===== src/rtl/shift_sequencer_if.sv =====
// Start/result handshake bundle between the ALU op decode and the shift sequencer.
// The master drives the request; the slave (sequencer) drives result and status.
interface shift_sequencer_if #(
    parameter int unsigned WIDTH   = 32,
    parameter int unsigned SHAMT_W = 5
) ();
    logic               ctrl_start;
    logic [1:0]         ctrl_op;
    logic [SHAMT_W-1:0] ctrl_shiftamt;
    logic [WIDTH-1:0]   data_operandA;
    logic [WIDTH-1:0]   data_result;
    logic               data_resultRDY;
    logic               data_exception;
    logic               busy;

    modport master (
        output ctrl_start, ctrl_op, ctrl_shiftamt, data_operandA,
        input  data_result, data_resultRDY, data_exception, busy
    );

    modport slave (
        input  ctrl_start, ctrl_op, ctrl_shiftamt, data_operandA,
        output data_result, data_resultRDY, data_exception, busy
    );
endinterface


===== src/rtl/shift_sequencer.sv =====
// Multi-cycle SLL/SRL/SRA built from fixed shift-by-2 and shift-by-1 steps applied
// to a working register, one step per cycle.
module shift_sequencer #(
    parameter int unsigned WIDTH   = 32,
    parameter int unsigned SHAMT_W = 5
) (
    input logic             clock,
    input logic             reset,
    shift_sequencer_if.slave bus
);
    typedef enum logic [1:0] {StIdle, StShift, StDone} state_e;

    localparam logic [1:0] OpSrl = 2'b01;
    localparam logic [1:0] OpSra = 2'b10;
    localparam logic [1:0] OpRsv = 2'b11;

    state_e             state_q, state_d;
    logic [WIDTH-1:0]   work_q, work_d;
    logic [SHAMT_W-1:0] count_q, count_d;
    logic [1:0]         op_q, op_d;
    logic [WIDTH-1:0]   result_q, result_d;
    logic [1:0]         step;
    logic [WIDTH-1:0]   work_shifted;

    // Step size is min(count, 2) so count can never underflow.
    always_comb begin
        step = (count_q >= SHAMT_W'(2)) ? 2'd2 : 2'd1;
        case (op_q)
            OpSrl:   work_shifted = work_q >> step;
            OpSra:   work_shifted = $signed(work_q) >>> step;
            default: work_shifted = work_q << step;
        endcase
    end

    always_comb begin
        state_d  = state_q;
        work_d   = work_q;
        count_d  = count_q;
        op_d     = op_q;
        result_d = result_q;
        unique case (state_q)
            StIdle, StDone: begin
                if (bus.ctrl_start) begin
                    work_d  = bus.data_operandA;
                    count_d = bus.ctrl_shiftamt;
                    op_d    = bus.ctrl_op;
                    if (bus.ctrl_shiftamt == '0) begin
                        state_d  = StDone;
                        result_d = bus.data_operandA;
                    end else begin
                        state_d = StShift;
                    end
                end else begin
                    state_d = StIdle;
                end
            end
            StShift: begin
                work_d  = work_shifted;
                count_d = count_q - SHAMT_W'(step);
                if (count_d == '0) begin
                    state_d  = StDone;
                    result_d = work_shifted;
                end
            end
            default: state_d = StIdle;
        endcase
    end

    always_ff @(posedge clock or negedge reset) begin
        if (!reset) begin
            state_q  <= StIdle;
            work_q   <= '0;
            count_q  <= '0;
            op_q     <= 2'b00;
            result_q <= '0;
        end else begin
            state_q  <= state_d;
            work_q   <= work_d;
            count_q  <= count_d;
            op_q     <= op_d;
            result_q <= result_d;
        end
    end

    assign bus.data_result    = result_q;
    assign bus.data_resultRDY = (state_q == StDone);
    assign bus.data_exception = (state_q == StDone) && (op_q == OpRsv);
    assign bus.busy           = (state_q == StShift);
endmodule


===== src/flat_wrapper.sv =====
// flat-port wrapper written by rule: the top's interface ports become plain ports
module shift_sequencer_flat 
#(
    parameter int unsigned WIDTH   = 32,
    parameter int unsigned SHAMT_W = 5
)
  (clock, reset, bus_ctrl_start, bus_ctrl_op, bus_ctrl_shiftamt, bus_data_operandA, bus_data_result, bus_data_resultRDY, bus_data_exception, bus_busy);
  shift_sequencer_if #(.WIDTH(WIDTH), .SHAMT_W(SHAMT_W)) bus_i ();
  input logic clock;
  input logic reset;
  input wire logic [$bits(bus_i.ctrl_start)-1:0] bus_ctrl_start;
  input wire logic [$bits(bus_i.ctrl_op)-1:0] bus_ctrl_op;
  input wire logic [$bits(bus_i.ctrl_shiftamt)-1:0] bus_ctrl_shiftamt;
  input wire logic [$bits(bus_i.data_operandA)-1:0] bus_data_operandA;
  output wire logic [$bits(bus_i.data_result)-1:0] bus_data_result;
  output wire logic [$bits(bus_i.data_resultRDY)-1:0] bus_data_resultRDY;
  output wire logic [$bits(bus_i.data_exception)-1:0] bus_data_exception;
  output wire logic [$bits(bus_i.busy)-1:0] bus_busy;
  assign bus_i.ctrl_start = bus_ctrl_start;
  assign bus_i.ctrl_op = bus_ctrl_op;
  assign bus_i.ctrl_shiftamt = bus_ctrl_shiftamt;
  assign bus_i.data_operandA = bus_data_operandA;
  assign bus_data_result = bus_i.data_result;
  assign bus_data_resultRDY = bus_i.data_resultRDY;
  assign bus_data_exception = bus_i.data_exception;
  assign bus_busy = bus_i.busy;
  shift_sequencer #(.WIDTH(WIDTH), .SHAMT_W(SHAMT_W)) u_core (.clock(clock), .reset(reset), .bus(bus_i));
endmodule

===== config.mk =====
export PLATFORM = sky130hd
export DESIGN_NAME = shift_sequencer_flat
export DESIGN_NICKNAME = d
export VERILOG_FILES = /design/src/rtl/shift_sequencer_if.sv /design/src/rtl/shift_sequencer.sv /design/src/flat_wrapper.sv
export SDC_FILE = /design/constraint.sdc
export NUM_CORES = 1
export LEC_CHECK = 0
export ABC_CLOCK_PERIOD_IN_PS = 3700
export BUFFER_PORTS_ARGS = -buffer_cell sky130_fd_sc_hd__clkbuf_2
export CAP_MARGIN = 20
export CORE_ASPECT_RATIO = 1.75
export CORE_MARGIN = 8
export CORE_UTILIZATION = 55
export DETAILED_ROUTE_END_ITERATION = 12
export GPL_TIMING_DRIVEN = 1
export PLACE_DENSITY_LB_ADDON = 0.12
export SLEW_MARGIN = 20
export SYNTH_ARGS = -nofsm -noshare
export SYNTH_HDL_FRONTEND = slang
export SYNTH_SLANG_ARGS = --single-unit

===== constraint.sdc =====
create_clock -name clock -period 3.7 [get_ports clock]
set_input_delay 1.11 -clock clock [delete_from_list [all_inputs] [get_ports clock]]
set_output_delay 1.11 -clock clock [all_outputs]
set_load 0.05 [all_outputs]

==> results.txt, run 1 <==
outcome: finished clean
antenna violations before repair: 0
total CTS buffers: 9
floorplan die area: 10400 um2
Vias per Instance: 5.91
row count: 41
number of remaining DRC errors: 0
Clock Latency Late Sink: 0.34 ns
number of port buffers: 76
n_diodes: 0
number of global-route vias before repair: 3711
Setup violations, final: 0
Clock Tree Root: clkbuf_16
dominant synthesized flop cell: dfrtp_1
destination of the worst register-to-register timing path: u_core.bus.data_result[29]
proportion of register bits with asynchronous set or reset after synthesis: 100%
Mapped Nets: 504
die span in x: 80.8 um
proportion of synthesized chip area in sequential cells: 45.3%
total overflow reported by the global router: 0
hold buffer count at CTS: 0
Floorplan Core Area: 7180 um2
Setup TNS: 0 ns
met3 demand-to-capacity share in global routing: 5.48%
routed wirelength normalized by instance count: 17.6 um
min Tclk post-route: 3.35 ns
post-synthesis cell count: 457
final hold viol count: 0
Final GP Congestion: 0.841
sinks on the clock net: 73
path type of the worst min-delay path: reg2reg
storage element area: 1830 um2
Power per Cell Area: 1010 nW/um2
worst hold path endpoint: u_core.bus.data_result[11]
maximum number of pins on one net before global-route repair: 41
total vias in the final route: 3656
kind of start point of the critical path: flop
Hold Startpoint: u_core.bus.data_result[11]
warning count from the yosys run: 0
number of library cell types mapped by synthesis: 52
fill cell instance count of the final layout: 621
hold_ws: 0.503 ns
reported max-cap violation count: 0
worst setup slack for register-to-register paths: 0.35 ns
total instance count after detailed placement: 603
leading cell types in the layout, fill and taps excluded: nand2_1 (92), a21oi_1 (82), clkbuf_2 (75)
critical setup path kind: reg2reg
number of max-slew violations in the final report: 0
first drt pass iteration count: 5
clock-pin slew on the worst setup and hold paths: 0.06 ns
CP endpoint kind: flop
share of final-layout standard cells stronger than drive strength 1: 23.1%
number of post-CTS setup repair buffers: 0
setup clock skew after layout: 0.00590 ns
leakage power total: 2.22 nW
area occupied by multi-input gates: 1960 um2
Post-synth EDFFs: 0
reg-to-reg critical path startpoint: u_core.count_q[2]
GRT met1 Usage: 24.6%
Detailed Route Iter0 Violations: 286
Chip Height: 129 um
HPWL reported at the end of detailed placement: 7820 um
peak fanout along the critical path: 14
starting density of the core: 56.2%
worst slew margin relative to its limit: 37.5%
remaining number of nets flagged by the antenna check after routing: 0
most common cell after layout, fill and taps aside: nand2_1
Syn Std Cell Area: 4040 um2
most used routing layer: met2
number of ports placed on the die boundary: 77
CTS H-tree lvls: 3
Avg Synthesized Cell Area: 8.83 um2
clock tree buffer depth: 2
layout overhead on the synthesized area: 17.9%
count of cells along the worst hold path: 1
highest attainable clock frequency: 298 MHz
RSZ-0062 raised after global routing: false
number of register bits inferred by synthesis: 73
met2 usage in global routing: 37.1%
final clock period utilization by the worst path: 90.6%
post-cts resize count: 0
depth of the most critical reg-to-reg path: 10
IR Drop Worst-Case VDD: 0.565 mV
worst path required time: 3.96 ns
clock tree from TritonCTS: built
Data arrival, critical path: 3.61 ns
final-stage net count: 575
filler-free cell count of the finished design: 619
DRT Wirelength: 10900 um
global-route wire length before repair: 17700 um
Slew @ Worst Pin: 0.936 ns
total global-route track usage: 21.8%
-- sequential cells by signal, indices dropped and copies added, names as in the netlist --
name	count
u_core.bus.data_result	32
u_core.count_q	5
u_core.op_q	2
u_core.state_q	2
u_core.work_q	32
-- worst max-delay path by stage --
stage,startpoint,endpoint,slack [ns],depth (start not counted)
after floorplan,u_core.count_q[2],u_core.bus.data_result[0],0.44,13
after global placement,u_core.count_q[2],u_core.bus.data_result[6],0.49,11
after detailed placement,u_core.count_q[2],u_core.bus.data_result[1],0.38,10
after CTS,u_core.count_q[2],u_core.bus.data_result[26],0.35,10
after global routing,u_core.count_q[2],u_core.bus.data_result[29],0.18,10
final,u_core.count_q[2],u_core.bus.data_result[29],0.35,10
-- power breakdown --
| part | internal (mW) | switching, mW |
|---|---|---|
| Sequential | 1.12 | 0.233 |
| Clock | 0.521 | 0.332 |
| Combinational | 0.845 | 1.76 |
-- worst max-delay path, cell delays in order (launching register included) --
cell      delay (ns)
dfrtp_1         0.46
or4_4           0.56
clkinv_2        0.10
nand2b_1        0.07
fa_1            0.44
xnor2_1         0.19
nor4_2          0.50
o21ai_4         0.12
inv_2           0.27
buf_4           0.34
mux2i_1         0.22
-- synth_stat cells (all sizes together), types with 2 or more instances --
cell / count / share of area [%]
mux2i: 26 / 6.4
nand3: 3 / 0.37
a22o: 3 / 0.65
o221ai: 2 / 0.43
or4: 2 / 0.47
clkbuf: 18 / 1.7
a211oi: 23 / 4.4
nor2b: 3 / 0.47
ha: 4 / 1.2
o21ai: 11 / 1.7
mux2: 10 / 3.3
o21ba: 2 / 0.50
nand2b: 3 / 0.47
dfrtp: 73 / 45
nor2: 31 / 2.9
xnor2: 2 / 0.62
a21oi: 82 / 10
nor3: 2 / 0.25
buf: 10 / 1.9
o2bb2ai: 2 / 0.43
inv: 28 / 2.6
a31oi: 4 / 0.62
nand2: 92 / 8.6
a211o: 3 / 0.65
a21o: 2 / 0.37
-- through the flow --
stage               total power [mW]  utilization [%]  setup slack, ns  cell area, um2
detailed placement              3.96             62.2            0.377            4470
finish                          4.81             66.3            0.349            4760
global route                    5.13             66.3            0.178            4760
CTS                             4.82             66.3            0.346            4760
floorplan                       3.32                -            0.444            4040
global placement                3.89             62.2            0.491            4470
-- area by class of cell --
class / count / share of cell area [%]
clock inverter: 5 / 1.18
sequential: 73 / 38.4
clock buffer: 11 / 4.89
inverter: 29 / 2.31
tap: 86 / 2.26
multi-input combinational: 327 / 41.1
timing repair buffer: 88 / 9.88
-- routing by layer --
layer,routed length (um),vias to the layer above
met5,0,-
met4,346,0
li1,-,1721
met2,5610,138
met1,4270,1778
met3,674,19
-- cell families after synthesis --
family          Yosys count  synth area share, %
simple gates            139                 14.1
fa+ha+maj                 5                 1.74
flops                    73                 45.3
compound gates          144                 22.0
xor+xnor                  3                0.837
mux                      36                 9.70
buf+inv                  57                 6.29
Power figures use the tool's default switching activity.
==> run 2: changes to the inputs <==
ABC_CLOCK_PERIOD_IN_PS = 3100   (was 3700)
clock period = 3.1 ns   (was 3.7 ns; I/O delays follow)
==> results.txt, run 2 (synthesis gave the netlist of run 1 again) <==
peak fanout along the critical path: 19 (+5)
antenna violations before repair: 0 (unchanged)
path type of the worst min-delay path: reg2reg
number of post-CTS setup repair buffers: 0 (unchanged)
routed wirelength normalized by instance count: 17.1 um (-2.7%)
highest attainable clock frequency: 348 MHz (+17%)
floorplan die area: 10400 um2 (unchanged)
Critical Path Source: u_core.count_q[1]
number of ports placed on the die boundary: 77 (unchanged)
clock-pin slew on the worst setup and hold paths: 0.06 ns (about the same)
Slew @ Worst Pin: 0.661 ns (-0.274 ns)
Data arrival, critical path: 3.12 ns (-0.49 ns)
leakage power total: 2.26 nW (+1.6%)
setup slack after layout: 0.230 ns (-0.119 ns)
maximum number of pins on one net before global-route repair: 74 (+80%)
Clock Tree Root: clkbuf_16
n_diodes: 0 (unchanged)
Setup violations, final: 0 (unchanged)
fill cell instance count of the final layout: 612 (-1.4%)
RSZ-0062 raised after global routing: false
post-layout util: 67.6% (+1.4 points)
starting density of the core: 56.2% (unchanged)
clock tree buffer depth: 2 (unchanged)
number of global-route vias before repair: 3649 (-1.7%)
worst slew margin relative to its limit: 55.7% (+18 points)
final instance area: 4860 um2 (+2.1%)
CP endpoint kind: flop
first drt pass iteration count: 5 (unchanged)
Vias per Instance: 5.88 (-0.38%)
DRT Wirelength: 10600 um (-2.4%)
most common cell after layout, fill and taps aside: nand2_1
combinational share of power: 54.5% (+0.3 points)
Setup TNS: 0 ns (unchanged)
CTS H-tree lvls: 3 (unchanged)
hold buffer count at CTS: 0 (unchanged)
switching fraction of total power: 47.4% (-1.0 points)
outcome: finished clean
cell internal power dissipation: 3.11 mW (+25%)
total power after layout: 5.90 mW (+23%)
HPWL reported at the end of detailed placement: 7720 um (-1.3%)
clock network power share: 18.3% (+0.6 points)
final hold viol count: 0 (unchanged)
final-stage net count: 577 (+0.35%)
row count: 41 (unchanged)
min Tclk post-route: 2.87 ns (-0.481 ns)
IR Drop Worst-Case VDD: 0.682 mV (+21%)
number of remaining DRC errors: 0 (unchanged)
placed cell area: 4540 um2 (+1.5%)
total global-route track usage: 21.2% (-0.60 points)
post-cts resize count: 0 (unchanged)
die span in x: 80.8 um (unchanged)
Detailed Route Iter0 Violations: 333 (+16%)
post-place setup slack: 0.117 ns (-0.260 ns)
number of max-slew violations in the final report: 0 (unchanged)
Floorplan Core Area: 7180 um2 (unchanged)
setup clock skew after layout: 0.00564 ns (-0.000260 ns)
total CTS buffers: 9 (unchanged)
leading cell types in the layout, fill and taps excluded: nand2_1 (92), a21oi_1 (82), clkbuf_2 (75)
global-route wire length before repair: 17200 um (-2.4%)
critical setup path kind: reg2reg
sinks on the clock net: 73 (unchanged)
sequential share of power: 27.3% (-0.8 points)
Clock Latency Late Sink: 0.33 ns (about the same)
reported max-cap violation count: 0 (unchanged)
clock tree from TritonCTS: built
Power per Cell Area: 1220 nW/um2 (+20%)
remaining number of nets flagged by the antenna check after routing: 0 (unchanged)
Chip Height: 129 um (unchanged)
Final GP Congestion: 0.878 (+4.4%)
final clock period utilization by the worst path: 92.6% (+2.0 points)
total overflow reported by the global router: 0 (unchanged)
share of final-layout standard cells stronger than drive strength 1: 24.3% (+1.2 points)
kind of start point of the critical path: flop
reported net switching power: 2.80 mW (+20%)
worst path required time: 3.35 ns (-0.61 ns)
layout overhead on the synthesized area: 20.3%
number of port buffers: 76 (unchanged)
reg-to-reg critical path startpoint: u_core.count_q[1]
Hold Startpoint: u_core.bus.data_result[11]
total vias in the final route: 3654 (-0.055%)
## run 2: area by class of cell
cell class / instances / area (um2) / area share [%]
timing repair buffer: 90 / 510 / 10.5
inverter: 29 / 116 / 2.40
tap: 86 / 108 / 2.22
clock inverter: 4 / 50.0 / 1.03
sequential: 73 / 1830 / 37.6
multi-input combinational: 327 / 1980 / 40.8
clock buffer: 12 / 267 / 5.49
## run 2: worst paths after layout
path                                               to  slack (ns)  cells after the start
setup / recovery           u_core.bus.data_result[31]        0.23                     11
hold / removal             u_core.bus.data_result[11]        0.50                      1
setup reg to reg           u_core.bus.data_result[31]        0.23                     11
hold reg to reg            u_core.bus.data_result[11]        0.50                      1
max in group asynchronous   u_core.bus.data_result[8]        2.16                      2
min in group asynchronous  u_core.bus.data_result[23]        0.61                      2
## run 2: critical path, stage by stage, from the launching register on
cell,delay (ns)
dfrtp_1,0.44
or4_4,0.58
clkinv_4,0.09
nand2b_4,0.06
fa_2,0.39
nor3_2,0.14
xor2_1,0.11
o21ai_2,0.21
o21ai_4,0.12
inv_4,0.20
buf_12,0.21
mux2i_1,0.21
## run 2: per-layer routing
metal,vias up,global-route usage [%],routed length (um)
li1,1735,-,-
met1,1759,24.5,4110
met2,141,36.0,5610
met3,19,4.37,668
met4,0,10.2,251
met5,-,0,0
## run 2: power by group through the flow
stage,Clock (mW),Combinational [mW],Sequential (mW)
finish,1.08,3.21,1.61
global route,1.13,3.49,1.66
CTS,1.09,3.22,1.60
detailed placement,0,3.21,1.61
global placement,0,3.14,1.60
floorplan,0,1.92,2.11
## run 2: per-stage QoR
step / cells / hold WS (ns)
finish: 621 / 0.498
global route: 621 / 0.515
CTS: 621 / 0.499
detailed placement: 605 / 0.473
global placement: 605 / 0.486
floorplan: 457 / 0.477
